### src/rtl/kbd_wb_target.sv
// PET keyboard matrix behind a Wishbone responder: the host writes column bytes,
// and the CPU's PIA1 PORTA writes pick the column whose row byte drives kbd_row_o.
module kbd_wb_target #(
    parameter int DATA_WIDTH     = 8,
    parameter int KBD_COL_COUNT  = 10,
    parameter int KBD_ADDR_WIDTH = 4,
    parameter int WB_ADDR_WIDTH  = 20
) (
    input  logic                      clock_i,
    input  logic                      reset_ni,
    input  logic [WB_ADDR_WIDTH-1:0]  wb_addr_i,
    input  logic [DATA_WIDTH-1:0]     wb_data_i,
    output logic [DATA_WIDTH-1:0]     wb_data_o,
    input  logic                      wb_we_i,
    input  logic                      wb_cyc_i,
    input  logic                      wb_stb_i,
    input  logic                      wb_sel_i,
    output logic                      wb_ack_o,
    output logic                      wb_stall_o,
    input  logic                      pia1_porta_we_i,
    input  logic [DATA_WIDTH-1:0]     cpu_data_i,
    output logic [KBD_ADDR_WIDTH-1:0] kbd_col_o,
    output logic [DATA_WIDTH-1:0]     kbd_row_o
);

    localparam logic [KBD_ADDR_WIDTH-1:0] COL_LIMIT = KBD_ADDR_WIDTH'(KBD_COL_COUNT);

    logic [DATA_WIDTH-1:0]     col_reg  [KBD_COL_COUNT];
    logic [DATA_WIDTH-1:0]     col_next [KBD_COL_COUNT];
    logic                      accept;
    logic [KBD_ADDR_WIDTH-1:0] idx;
    logic [KBD_ADDR_WIDTH-1:0] sel_next;
    logic [DATA_WIDTH-1:0]     rd_data;
    logic [DATA_WIDTH-1:0]     row_next;
    logic                      unused_bits;

    assign accept      = wb_cyc_i & wb_stb_i & wb_sel_i;
    assign idx         = wb_addr_i[KBD_ADDR_WIDTH-1:0];
    assign wb_stall_o  = 1'b0;
    assign unused_bits = ^{wb_addr_i[WB_ADDR_WIDTH-1:KBD_ADDR_WIDTH],
                           cpu_data_i[DATA_WIDTH-1:KBD_ADDR_WIDTH]};

    // Row byte is built from post-edge column select and post-edge matrix contents,
    // so a select pulse or a host write shows up on kbd_row_o one cycle later.
    always_comb begin
        col_next = col_reg;
        if (accept && wb_we_i && (idx < COL_LIMIT)) begin
            col_next[idx] = wb_data_i;
        end
        sel_next = pia1_porta_we_i ? cpu_data_i[KBD_ADDR_WIDTH-1:0] : kbd_col_o;
        row_next = '1;
        if (sel_next < COL_LIMIT) begin
            row_next = col_next[sel_next];
        end
        rd_data = '1;
        if (idx < COL_LIMIT) begin
            rd_data = col_reg[idx];
        end
    end

    always_ff @(posedge clock_i) begin
        if (!reset_ni) begin
            for (int i = 0; i < KBD_COL_COUNT; i++) begin
                col_reg[i] <= '1;
            end
            wb_ack_o  <= 1'b0;
            wb_data_o <= '0;
            kbd_col_o <= '0;
            kbd_row_o <= '1;
        end else begin
            for (int i = 0; i < KBD_COL_COUNT; i++) begin
                col_reg[i] <= col_next[i];
            end
            wb_ack_o <= accept;
            if (accept && !wb_we_i) begin
                wb_data_o <= rd_data;
            end
            kbd_col_o <= sel_next;
            kbd_row_o <= row_next;
        end
    end

endmodule

### config.mk
export PLATFORM = sky130hd
export DESIGN_NAME = kbd_wb_target
export DESIGN_NICKNAME = d
export VERILOG_FILES = /design/src/rtl/kbd_wb_target.sv
export SDC_FILE = /design/constraint.sdc
export NUM_CORES = 1
export LEC_CHECK = 0
export CORE_UTILIZATION = 55
export CTS_BUF_LIST = sky130_fd_sc_hd__clkbuf_16
export DETAILED_ROUTE_END_ITERATION = 10
export PLACE_DENSITY_LB_ADDON = 0.2
export SLEW_MARGIN = 20
export SYNTH_ARGS = -nofsm -noshare
export SYNTH_HDL_FRONTEND = slang
export SYNTH_SLANG_ARGS = --single-unit
### constraint.sdc
create_clock -name clock_i -period 2.05 [get_ports clock_i]
set_input_delay 0.3075 -clock clock_i [delete_from_list [all_inputs] [get_ports clock_i]]
set_output_delay 0.3075 -clock clock_i [all_outputs]
set_load 0.05 [all_outputs]
==> results of run 1 <==
[worst min-delay path: cells and delay by family, from the launching register on]
| kind | cells | cell delay (ns) |
|---|---|---|
| compound gates | 1 | 0.05 |
| flops | 1 | 0.31 |
| simple gates | 1 | 0.05 |
[area by class of cell]
type | instances | area share (%)
Multi-Input combinational cell | 429 | 45.03
Sequential cell | 101 | 28.25
Timing Repair Buffer | 168 | 20.38
Clock buffer | 9 | 3.147
Tap cell | 129 | 2.255
Clock inverter | 6 | 0.8741
Inverter | 1 | 0.05245
[synth_stat cells (all sizes together) (2+ instances only)]
cell | number | share of area (%)
a211oi | 3 | 0.43
a21boi | 8 | 1.1
a21oi | 14 | 1.3
a22oi | 3 | 0.43
a31oi | 3 | 0.36
and2 | 5 | 0.59
and3 | 5 | 0.59
and3b | 2 | 0.33
and4bb | 2 | 0.47
buf | 18 | 2.3
clkbuf | 25 | 1.8
dfxtp | 101 | 38
mux2 | 11 | 2.4
mux2i | 73 | 14
mux4 | 16 | 6.8
nand2 | 117 | 8.5
nand2b | 3 | 0.36
nand3 | 23 | 2.2
nand4 | 5 | 0.99
nand4b | 3 | 0.73
nor2 | 33 | 3.3
nor2b | 5 | 0.59
nor3 | 9 | 0.85
nor3b | 2 | 0.28
o2111a | 3 | 0.64
o211ai | 5 | 0.71
o21ai | 39 | 3.7
o221ai | 8 | 1.3
o22ai | 5 | 0.59
o31ai | 3 | 0.43
o32a | 5 | 0.95
o32ai | 3 | 0.50
or3 | 3 | 0.36
or3b | 2 | 0.33
[timing repair]
item	4_1_cts	5_1_grt
pin swaps	2	8
gates resized for setup	9	42
endpoints found under the setup margin	8	8
hold buffers	0	0
setup buffers	3	3
[routing by layer]
layer / up-vias / GRT usage [%] / wire length, um
li1: 2352 / - / -
met1: 2452 / 43.77 / 6650
met2: 332 / 53.47 / 7837
met3: 61 / 7.660 / 1550
met4: 0 / 11.82 / 528
met5: - / 0 / 0
[metrics by stage]
step	setup TNS (ns)	total power (W)	hold slack, ns
after floorplan	0	0.002444	0.4475
after global placement	-8.563	0.002735	0.4408
after detailed placement	-9.859	0.002747	0.4482
after CTS	-0.03289	0.004410	0.4571
after global routing	-0.2419	0.004595	0.4721
final	0	0.004441	0.4550
[worst paths after layout]
path | cells past startpoint | slack [ns] | start | end
min reg2reg | 2 | 0.45 | wb_data_o[2]$_SDFFE_PN0P_ | wb_data_o[2]$_SDFFE_PN0P_
max reg2reg | 5 | 0.19 | kbd_col_o[1]$_SDFF_PN0_ | kbd_row_o[6]$_SDFF_PN1_
min | 2 | 0.45 | wb_data_o[2]$_SDFFE_PN0P_ | wb_data_o[2]$_SDFFE_PN0P_
max | 9 | 0.002 | wb_sel_i | kbd_row_o[2]$_SDFF_PN1_
[cell families (layout without fill, tap and decap cells)]
logic type             Yosys count  count (layout)  synth area share [%]
flip-flops                     101             101                 38.28
AND/OR/NAND/NOR                222             222                 21.10
XOR/XNOR                         1               1                0.3080
multiplexers                   100             100                 23.07
AO/OA/AOI/OAI                  105             105                 12.98
other                            1               1               0.07099
buffers and inverters           44             184                 4.192
[power by group through the flow]
stage,Clock [W],Sequential (W),Combinational [W]
after floorplan,0,0.00214,0.000300
after global placement,0,0.00206,0.000680
after detailed placement,0,0.00206,0.000691
after CTS,0.00170,0.00201,0.000700
after global routing,0.00181,0.00201,0.000776
final,0.00169,0.00201,0.000739
==> impl_metrics.json, run 1 <==
{
  "final_cell_mix": "nand2_1, buf_4, dfxtp_1",
  "clkPwrFrac_pct": 38.1,
  "die_w_um": 100.0,
  "cts_tree": "done",
  "clkLatencyLatePin_ns": 0.35,
  "fmaxAchievable_mhz": 488.4,
  "period_minus_slack_ns": 2.048,
  "finish.instance_area_um2": 7157,
  "finClkSkew_ns": 0.01131,
  "viasPerCell": 6.165,
  "htree_num_levels": 3,
  "grtUsageTotal_pct": 33.16,
  "seqPwrFrac_pct": 45.3,
  "post-place-ws_ns": -0.4355,
  "finalHoldViolCount": 0,
  "worst-setup-path-type": "primary input to flop",
  "postPlaceCellArea_um2": 6603,
  "cp_cell_sequence": "clkdlybuf4s50_1, buf_6, nand4_4, nor2_4, buf_12, mux2i_2, a22oi_1, and3_1, o32a_1",
  "multi_input_area_um2": 3223,
  "yosys_warnings": 0,
  "worst_slack_ns": 0.002484,
  "area_growth_pct": 35.48,
  "synth_flop_cell": "dfxtp_1",
  "synth.distinct_cells": 57,
  "final_core_util_pct": 77.09,
  "die_area_um2": 10000,
  "min_path_type": "flop to flop",
  "path_buf_inv": 3,
  "drc_errors": 0,
  "layout-drive-gt1-share_pct": 28.99,
  "fin_cells": 843,
  "cts_buffer_depth": 2,
  "largest_register_ffs": 80,
  "cts_inserted_buffers": 9,
  "maxSlewHeadroom_pct": 38.45,
  "rsz0062_at_grt": "yes",
  "period_share_pct": 99.88,
  "outcome": "finished clean",
  "hpwl_mm": 11.39,
  "insertedDiodeCount": 0,
  "io_pins": 65,
  "overflow": 0,
  "final_common_cell": "nand2_1",
  "p_leak_nw": 2.905,
  "place_inst": 822,
  "wl_mm": 16.57,
  "drt-wirelength-per-cell_um": 19.65,
  "sw_frac_of_total_pct": 27.24,
  "ys_seq_elements": 101,
  "path_clk_slew_ns": 0.07,
  "vias": 5197,
  "synth_cells": 574,
  "syn_nets": 617,
  "comb_power_share_pct": 16.6,
  "worst_slew_pin_slew_ns": 0.9233,
  "crit_family": "buffers and inverters",
  "first_iter_violations": 493,
  "ant_nets": 0,
  "avgSynthCellArea_um2": 9.203,
  "io_buffers": 43,
  "grt_pass1_vias": 4941,
  "grt_max_degree": 94,
  "path_max_fanout": 7,
  "gp_congestion": 0.9087,
  "fin_nets": 753,
  "async_reset_ff_share_pct": 0,
  "arrival_ns": 2.28,
  "ys_seq_area_share_pct": 38.28,
  "endpoint_kind": "flop",
  "p_per_area_nw_per_um2": 620.6,
  "seq_area_um2": 2022,
  "grt_pass1_wl_mm": 25.61,
  "p_sw_w": 0.001210,
  "maxCapViolCount": 0,
  "syn_area_um2": 5283,
  "final-setup-viol-count": 0,
  "rows": 35,
  "crit_path_top_delay_cell": "clkdlybuf4s50_1",
  "slowest_delay_ns": 0.48,
  "fillerInstances": 622,
  "internal-power_w": 0.003232,
  "synth_edf_count": 0,
  "root_buffer": "clkbuf_16",
  "peakVddDrop_mv": 0.5459,
  "worst_setup_path_start_kind": "primary input",
  "core_area_um2": 9284,
  "die_h_um": 100.0,
  "antenna_found_initial": 0,
  "initial_core_util_pct": 56.90,
  "drv_slew": 0,
  "numClockSinks": 101,
  "crit_required_ns": 2.29,
  "drtPass1Iterations": 5
}
No activity file was read; power rests on OpenSTA's default activity.
==> run 2: changes to the inputs <==
- clock period: 2.05 -> 2.1 ns (I/O delays scaled with it)
==> run 2 against run 1 <==
Highest routed layer unchanged. Sequential share of layout area grew 0.72 points. Largest cell class unchanged. Via count is 2.5% lower. The run now ends with setup timing left. Largest power group unchanged. Total power down 0.17%. Register-to-register slack better by 0.12 ns.
==> impl_metrics.json, run 2 (synthesis gave the netlist of run 1 again) <==
{
  "violations": "setup timing",
  "htree_num_levels": 3,
  "worst-setup-path-type": "primary input to flop",
  "hold_path_end": "wb_data_o[3]$_SDFFE_PN0P_",
  "worst_setup_path_start_kind": "primary input",
  "period_minus_slack_ns": 2.112,
  "viasPerCell": 6.063,
  "vias": 5069,
  "initial_core_util_pct": 56.90,
  "cts_tree": "done",
  "final_common_cell": "nand2_1",
  "p_sw_w": 0.001170,
  "p_leak_nw": 2.819,
  "hold-path-cell-count": 2,
  "fin_nets": 745,
  "ant_nets": 0,
  "rsz0062_at_grt": "yes",
  "r2r_start": "kbd_col_o[0]$_SDFF_PN0_",
  "die_w_um": 100.0,
  "arrival_ns": 2.34,
  "root_buffer": "clkbuf_16",
  "post-place-ws_ns": -0.3886,
  "r2r_slack_ns": 0.31,
  "io_buffers": 43,
  "insertedDiodeCount": 0,
  "path_clk_slew_ns": 0.07,
  "cts_inserted_buffers": 9,
  "path_max_fanout": 5,
  "internal-power_w": 0.003264,
  "clkLatencyLatePin_ns": 0.35,
  "endpoint_kind": "flop",
  "antenna_found_initial": 0,
  "overflow": 0,
  "core_area_um2": 9284,
  "hpwl_mm": 11.07,
  "drt-wirelength-per-cell_um": 18.63,
  "final-setup-viol-count": 1,
  "grt_max_degree": 94,
  "peakVddDrop_mv": 0.7191,
  "drv_slew": 0,
  "finClkSkew_ns": 0.006642,
  "grtUsageTotal_pct": 32.37,
  "r2r_end": "kbd_row_o[3]$_SDFF_PN1_",
  "outcome": "finished, violations left",
  "period_share_pct": 100.6,
  "largest_register_ffs": 80,
  "comb_power_share_pct": 15.5,
  "final_cell_mix": "nand2_1, buf_4, dfxtp_1",
  "hold_start": "wb_data_o[3]$_SDFFE_PN0P_",
  "maxSlewHeadroom_pct": 38.74,
  "fin_total_pwr_w": 0.004434,
  "io_pins": 65,
  "place_inst": 817,
  "area_growth_pct": 32.12,
  "cts_buffer_depth": 2,
  "maxCapViolCount": 0,
  "reg2reg_depth": 6,
  "min_path_type": "flop to flop",
  "gp_congestion": 0.9340,
  "numClockSinks": 101,
  "die_area_um2": 10000,
  "seqPwrFrac_pct": 44.3,
  "finalHoldViolCount": 0,
  "hold_ws_ns": 0.4514,
  "sw_frac_of_total_pct": 26.38,
  "worst_slack_ns": -0.01247,
  "fin_cells": 836,
  "grt_pass1_vias": 4926,
  "drc_errors": 0,
  "layout-drive-gt1-share_pct": 26.31,
  "p_per_area_nw_per_um2": 635.3,
  "fmaxAchievable_mhz": 473.4,
  "die_h_um": 100.0,
  "crit_required_ns": 2.33,
  "grt_pass1_wl_mm": 24.91,
  "wl_mm": 15.58,
  "worst_slew_pin_slew_ns": 0.9190,
  "clkPwrFrac_pct": 40.2,
  "drtPass1Iterations": 5,
  "rows": 35,
  "first_iter_violations": 433
}
run 2: cell count changes in the layout (fill, tap and decap cells not counted), sizes merged:
cell and change:
dlygate4sd2 +1, dlymetal6s2s -3, clkinvlp -2, clkinv +2, buf -8, clkdlybuf4s50 +2
bufinv +1
run 2: worst max-delay path, cell delays in order:
cell and delay, ns:
clkdlybuf4s50_1 0.48, nand4bb_4 0.25, buf_4 0.19, nor2_8 0.17, buf_12 0.14, mux2i_1 0.28
o221ai_1 0.21, a31oi_1 0.20, o21ai_1 0.09
run 2: what timing repair did:
action                                  CTS  global route
setup buffers                             1             2
gates resized for setup                   8            12
endpoints found under the setup margin    1             7
hold buffers                              0             0
pin swaps                                 2             2
run 2: per-stage QoR:
stage	TNS [ns]	cell area, um^2	util, %
after floorplan	0	5283	-
after global placement	-6.750	6553	70.58
after detailed placement	-7.616	6553	70.58
after CTS	0	6912	74.45
after global routing	-0.1436	6979	75.18
final	-0.01247	6979	75.18
run 2: power by group through the flow:
stage               logic (W)  registers [W]  clock network, W
global route         0.000721        0.00197           0.00188
global placement     0.000650        0.00201                 0
CTS                  0.000669        0.00196           0.00179
floorplan            0.000293        0.00209                 0
finish               0.000689        0.00196           0.00178
detailed placement   0.000659        0.00201                 0
run 2: worst max path at each step:
stage | startpoint | to | slack (ns) | cells past startpoint
6_report | wb_addr_i[3] | kbd_row_o[1]$_SDFF_PN1_ | -0.01 | 9
5_1_grt | wb_addr_i[3] | kbd_row_o[1]$_SDFF_PN1_ | -0.09 | 9
3_3_place_gp | wb_addr_i[1] | kbd_row_o[1]$_SDFF_PN1_ | -0.38 | 9
2_1_floorplan | kbd_col_o[0]$_SDFF_PN0_ | kbd_row_o[6]$_SDFF_PN1_ | 0.20 | 6
3_5_place_dp | wb_addr_i[1] | kbd_row_o[1]$_SDFF_PN1_ | -0.39 | 9
4_1_cts | wb_stb_i | kbd_row_o[1]$_SDFF_PN1_ | 0.02 | 10
run 2: area by class of cell:
class                           instances  area (um^2)
Multi-Input combinational cell        429         3119
Fill cell                             664         2305
Sequential cell                       101         2022
Timing Repair Buffer                  160         1359
Clock buffer                            9        225.2
Tap cell                              129        161.4
Clock inverter                          7        88.84
Inverter                                1        3.754
run 2: routing by layer:
metal | up-vias | routed length, um | global-route usage [%]
li1 | 2324 | - | -
met1 | 2458 | 6434 | 41.85
met2 | 253 | 7530 | 54.43
met3 | 34 | 1306 | 7.033
met4 | 0 | 308 | 9.699
met5 | - | 0 | 0
==> run 3: changes to the inputs <==
- CORE_UTILIZATION: 55 -> 52
- CTS_BUF_LIST: sky130_fd_sc_hd__clkbuf_16 -> sky130_fd_sc_hd__clkbuf_8
==> run 3 against run 2 <==
The run now ends clean. Clock power fell by 21%. Global-route usage shrank 1.2 points. Highest routed layer unchanged. Clock-buffer cell count increased by 1. Register-to-register slack got worse by 0.10 ns. Via count is 2.6% lower. Sequential power hardly changed. Critical path depth is 8 lower. Cell area is 0.74% lower. Clock skew up 0.0065 ns.
==> impl_metrics.json, run 3 (synthesis gave the netlist of run 1 again) <==
{
  "outcome": "finished clean",
  "finish.instance_area_um2": 6928,
  "first_iter_violations": 467,
  "worst_setup_path_start_kind": "flop",
  "maxCapViolCount": 0,
  "worst-setup-path-type": "flop to primary output",
  "cp_cell_sequence": "clkdlybuf4s50_1",
  "io_buffers": 43,
  "r2r_end": "kbd_row_o[5]$_SDFF_PN1_",
  "die_area_um2": 10570,
  "grt_pass1_wl_mm": 24.62,
  "cts_buffer_depth": 2,
  "die_h_um": 102.8,
  "overflow": 0,
  "final-setup-viol-count": 0,
  "vias": 4935,
  "antenna_found_initial": 0,
  "fin_total_pwr_w": 0.004058,
  "largest_register_ffs": 80,
  "grt_max_degree": 94,
  "endpoint_kind": "primary output",
  "clkLatencyLatePin_ns": 0.39,
  "fin_nets": 745,
  "final_common_cell": "nand2_1",
  "htree_num_levels": 3,
  "cts_tree": "done",
  "hold_start": "wb_data_o[7]$_SDFFE_PN0P_",
  "hold-path-cell-count": 2,
  "p_per_area_nw_per_um2": 585.8,
  "min_path_type": "flop to flop",
  "ant_nets": 0,
  "fillerInstances": 795,
  "io_pins": 65,
  "period_share_pct": 96.48,
  "peakVddDrop_mv": 0.4864,
  "r2r_start": "kbd_col_o[0]$_SDFF_PN0_",
  "numClockSinks": 101,
  "slowest_delay_ns": 0.85,
  "hpwl_mm": 11.30,
  "worst_slew_pin_slew_ns": 0.9278,
  "hold_path_end": "wb_data_o[7]$_SDFFE_PN0P_",
  "drt-wirelength-per-cell_um": 18.42,
  "finalHoldViolCount": 0,
  "drc_errors": 0,
  "core_area_um2": 9819,
  "path_max_fanout": 8,
  "viasPerCell": 5.882,
  "final_cell_mix": "nand2_1, buf_4, dfxtp_1",
  "final_core_util_pct": 70.55,
  "fin_cells": 839,
  "finClkSkew_ns": 0.01314,
  "drv_slew": 0,
  "r2r_slack_ns": 0.21,
  "rsz0062_at_grt": "no",
  "layout-drive-gt1-share_pct": 26.63,
  "path_clk_slew_ns": 0.10,
  "postPlaceCellArea_um2": 6555,
  "initial_core_util_pct": 53.80,
  "die_w_um": 102.8,
  "insertedDiodeCount": 0,
  "cts_inserted_buffers": 9,
  "area_growth_pct": 31.15,
  "grt_pass1_vias": 4833,
  "arrival_ns": 1.71,
  "fmaxAchievable_mhz": 493.6,
  "path_buf_inv": 1,
  "wl_mm": 15.46,
  "root_buffer": "clkbuf_8",
  "drtPass1Iterations": 5,
  "crit_required_ns": 1.78,
  "maxSlewHeadroom_pct": 38.15,
  "grtUsageTotal_pct": 31.19,
  "gp_congestion": 0.9304,
  "crit_family": "buffers and inverters",
  "p_leak_nw": 2.826,
  "reg2reg_depth": 6,
  "hold_ws_ns": 0.4569,
  "period_minus_slack_ns": 2.026,
  "crit_path_top_delay_cell": "clkdlybuf4s50_1",
  "rows": 36,
  "place_inst": 819
}
run 3: changes by cell type in the layout (fill, tap and decap cells not counted), sizes merged:
cell,previous run,this run
clkinv,4,2
clkdlybuf4s50,37,33
dlymetal6s2s,2,8
dlygate4sd2,2,0
clkbuf,9,10
run 3: what timing repair did:
| action | CTS | global route |
|---|---|---|
| setup buffers | 4 | 1 |
| hold buffers | 0 | 0 |
| pin swaps | 1 | 5 |
| endpoints found under the setup margin | 6 | 8 |
| gates resized for setup | 3 | 23 |
run 3: layout make-up:
cell class              count  area, um^2  area share (%)
clock buffers              10       137.6           1.987
inverters                   1       3.754         0.05418
clock inverters             5       82.58           1.192
flip-flops and latches    101        2022           29.19
repair buffers            160        1381           19.94
multi-input cells         429        3134           45.24
well taps                 133       166.4           2.402
run 3: where the power goes:
part           leakage [nW]  total, W  internal, W  switching [W]
clock                 0.113   0.00140     0.000702       0.000698
combinational          1.89  0.000696     0.000286       0.000410
sequential            0.820   0.00196      0.00194      0.0000180
run 3: metrics by stage:
| step | setup WS (ns) | setup TNS [ns] |
|---|---|---|
| 2_1_floorplan | 0.2030 | 0 |
| 3_3_place_gp | -0.4361 | -7.891 |
| 3_5_place_dp | -0.4470 | -8.680 |
| 4_1_cts | 0.006787 | 0 |
| 5_1_grt | 0.002088 | 0 |
| 6_report | 0.07399 | 0 |
run 3: metal layers:
layer | vias to the layer above | GRT usage (%) | routed length (um)
met5 | - | 0 | 0
met2 | 193 | 49.49 | 7059
li1 | 2334 | - | -
met4 | 0 | 12.68 | 508
met1 | 2376 | 40.66 | 6812
met3 | 32 | 7.864 | 1076
run 3: worst max path at each step:
stage | from | cells past startpoint | endpoint
global placement | wb_cyc_i | 9 | kbd_row_o[4]$_SDFF_PN1_
finish | kbd_col_o[1]$_SDFF_PN0_ | 1 | kbd_col_o[1]
global route | kbd_col_o[1]$_SDFF_PN0_ | 1 | kbd_col_o[1]
detailed placement | wb_addr_i[2] | 9 | kbd_row_o[5]$_SDFF_PN1_
floorplan | kbd_col_o[0]$_SDFF_PN0_ | 6 | kbd_row_o[6]$_SDFF_PN1_
CTS | wb_addr_i[2] | 10 | kbd_row_o[7]$_SDFF_PN1_
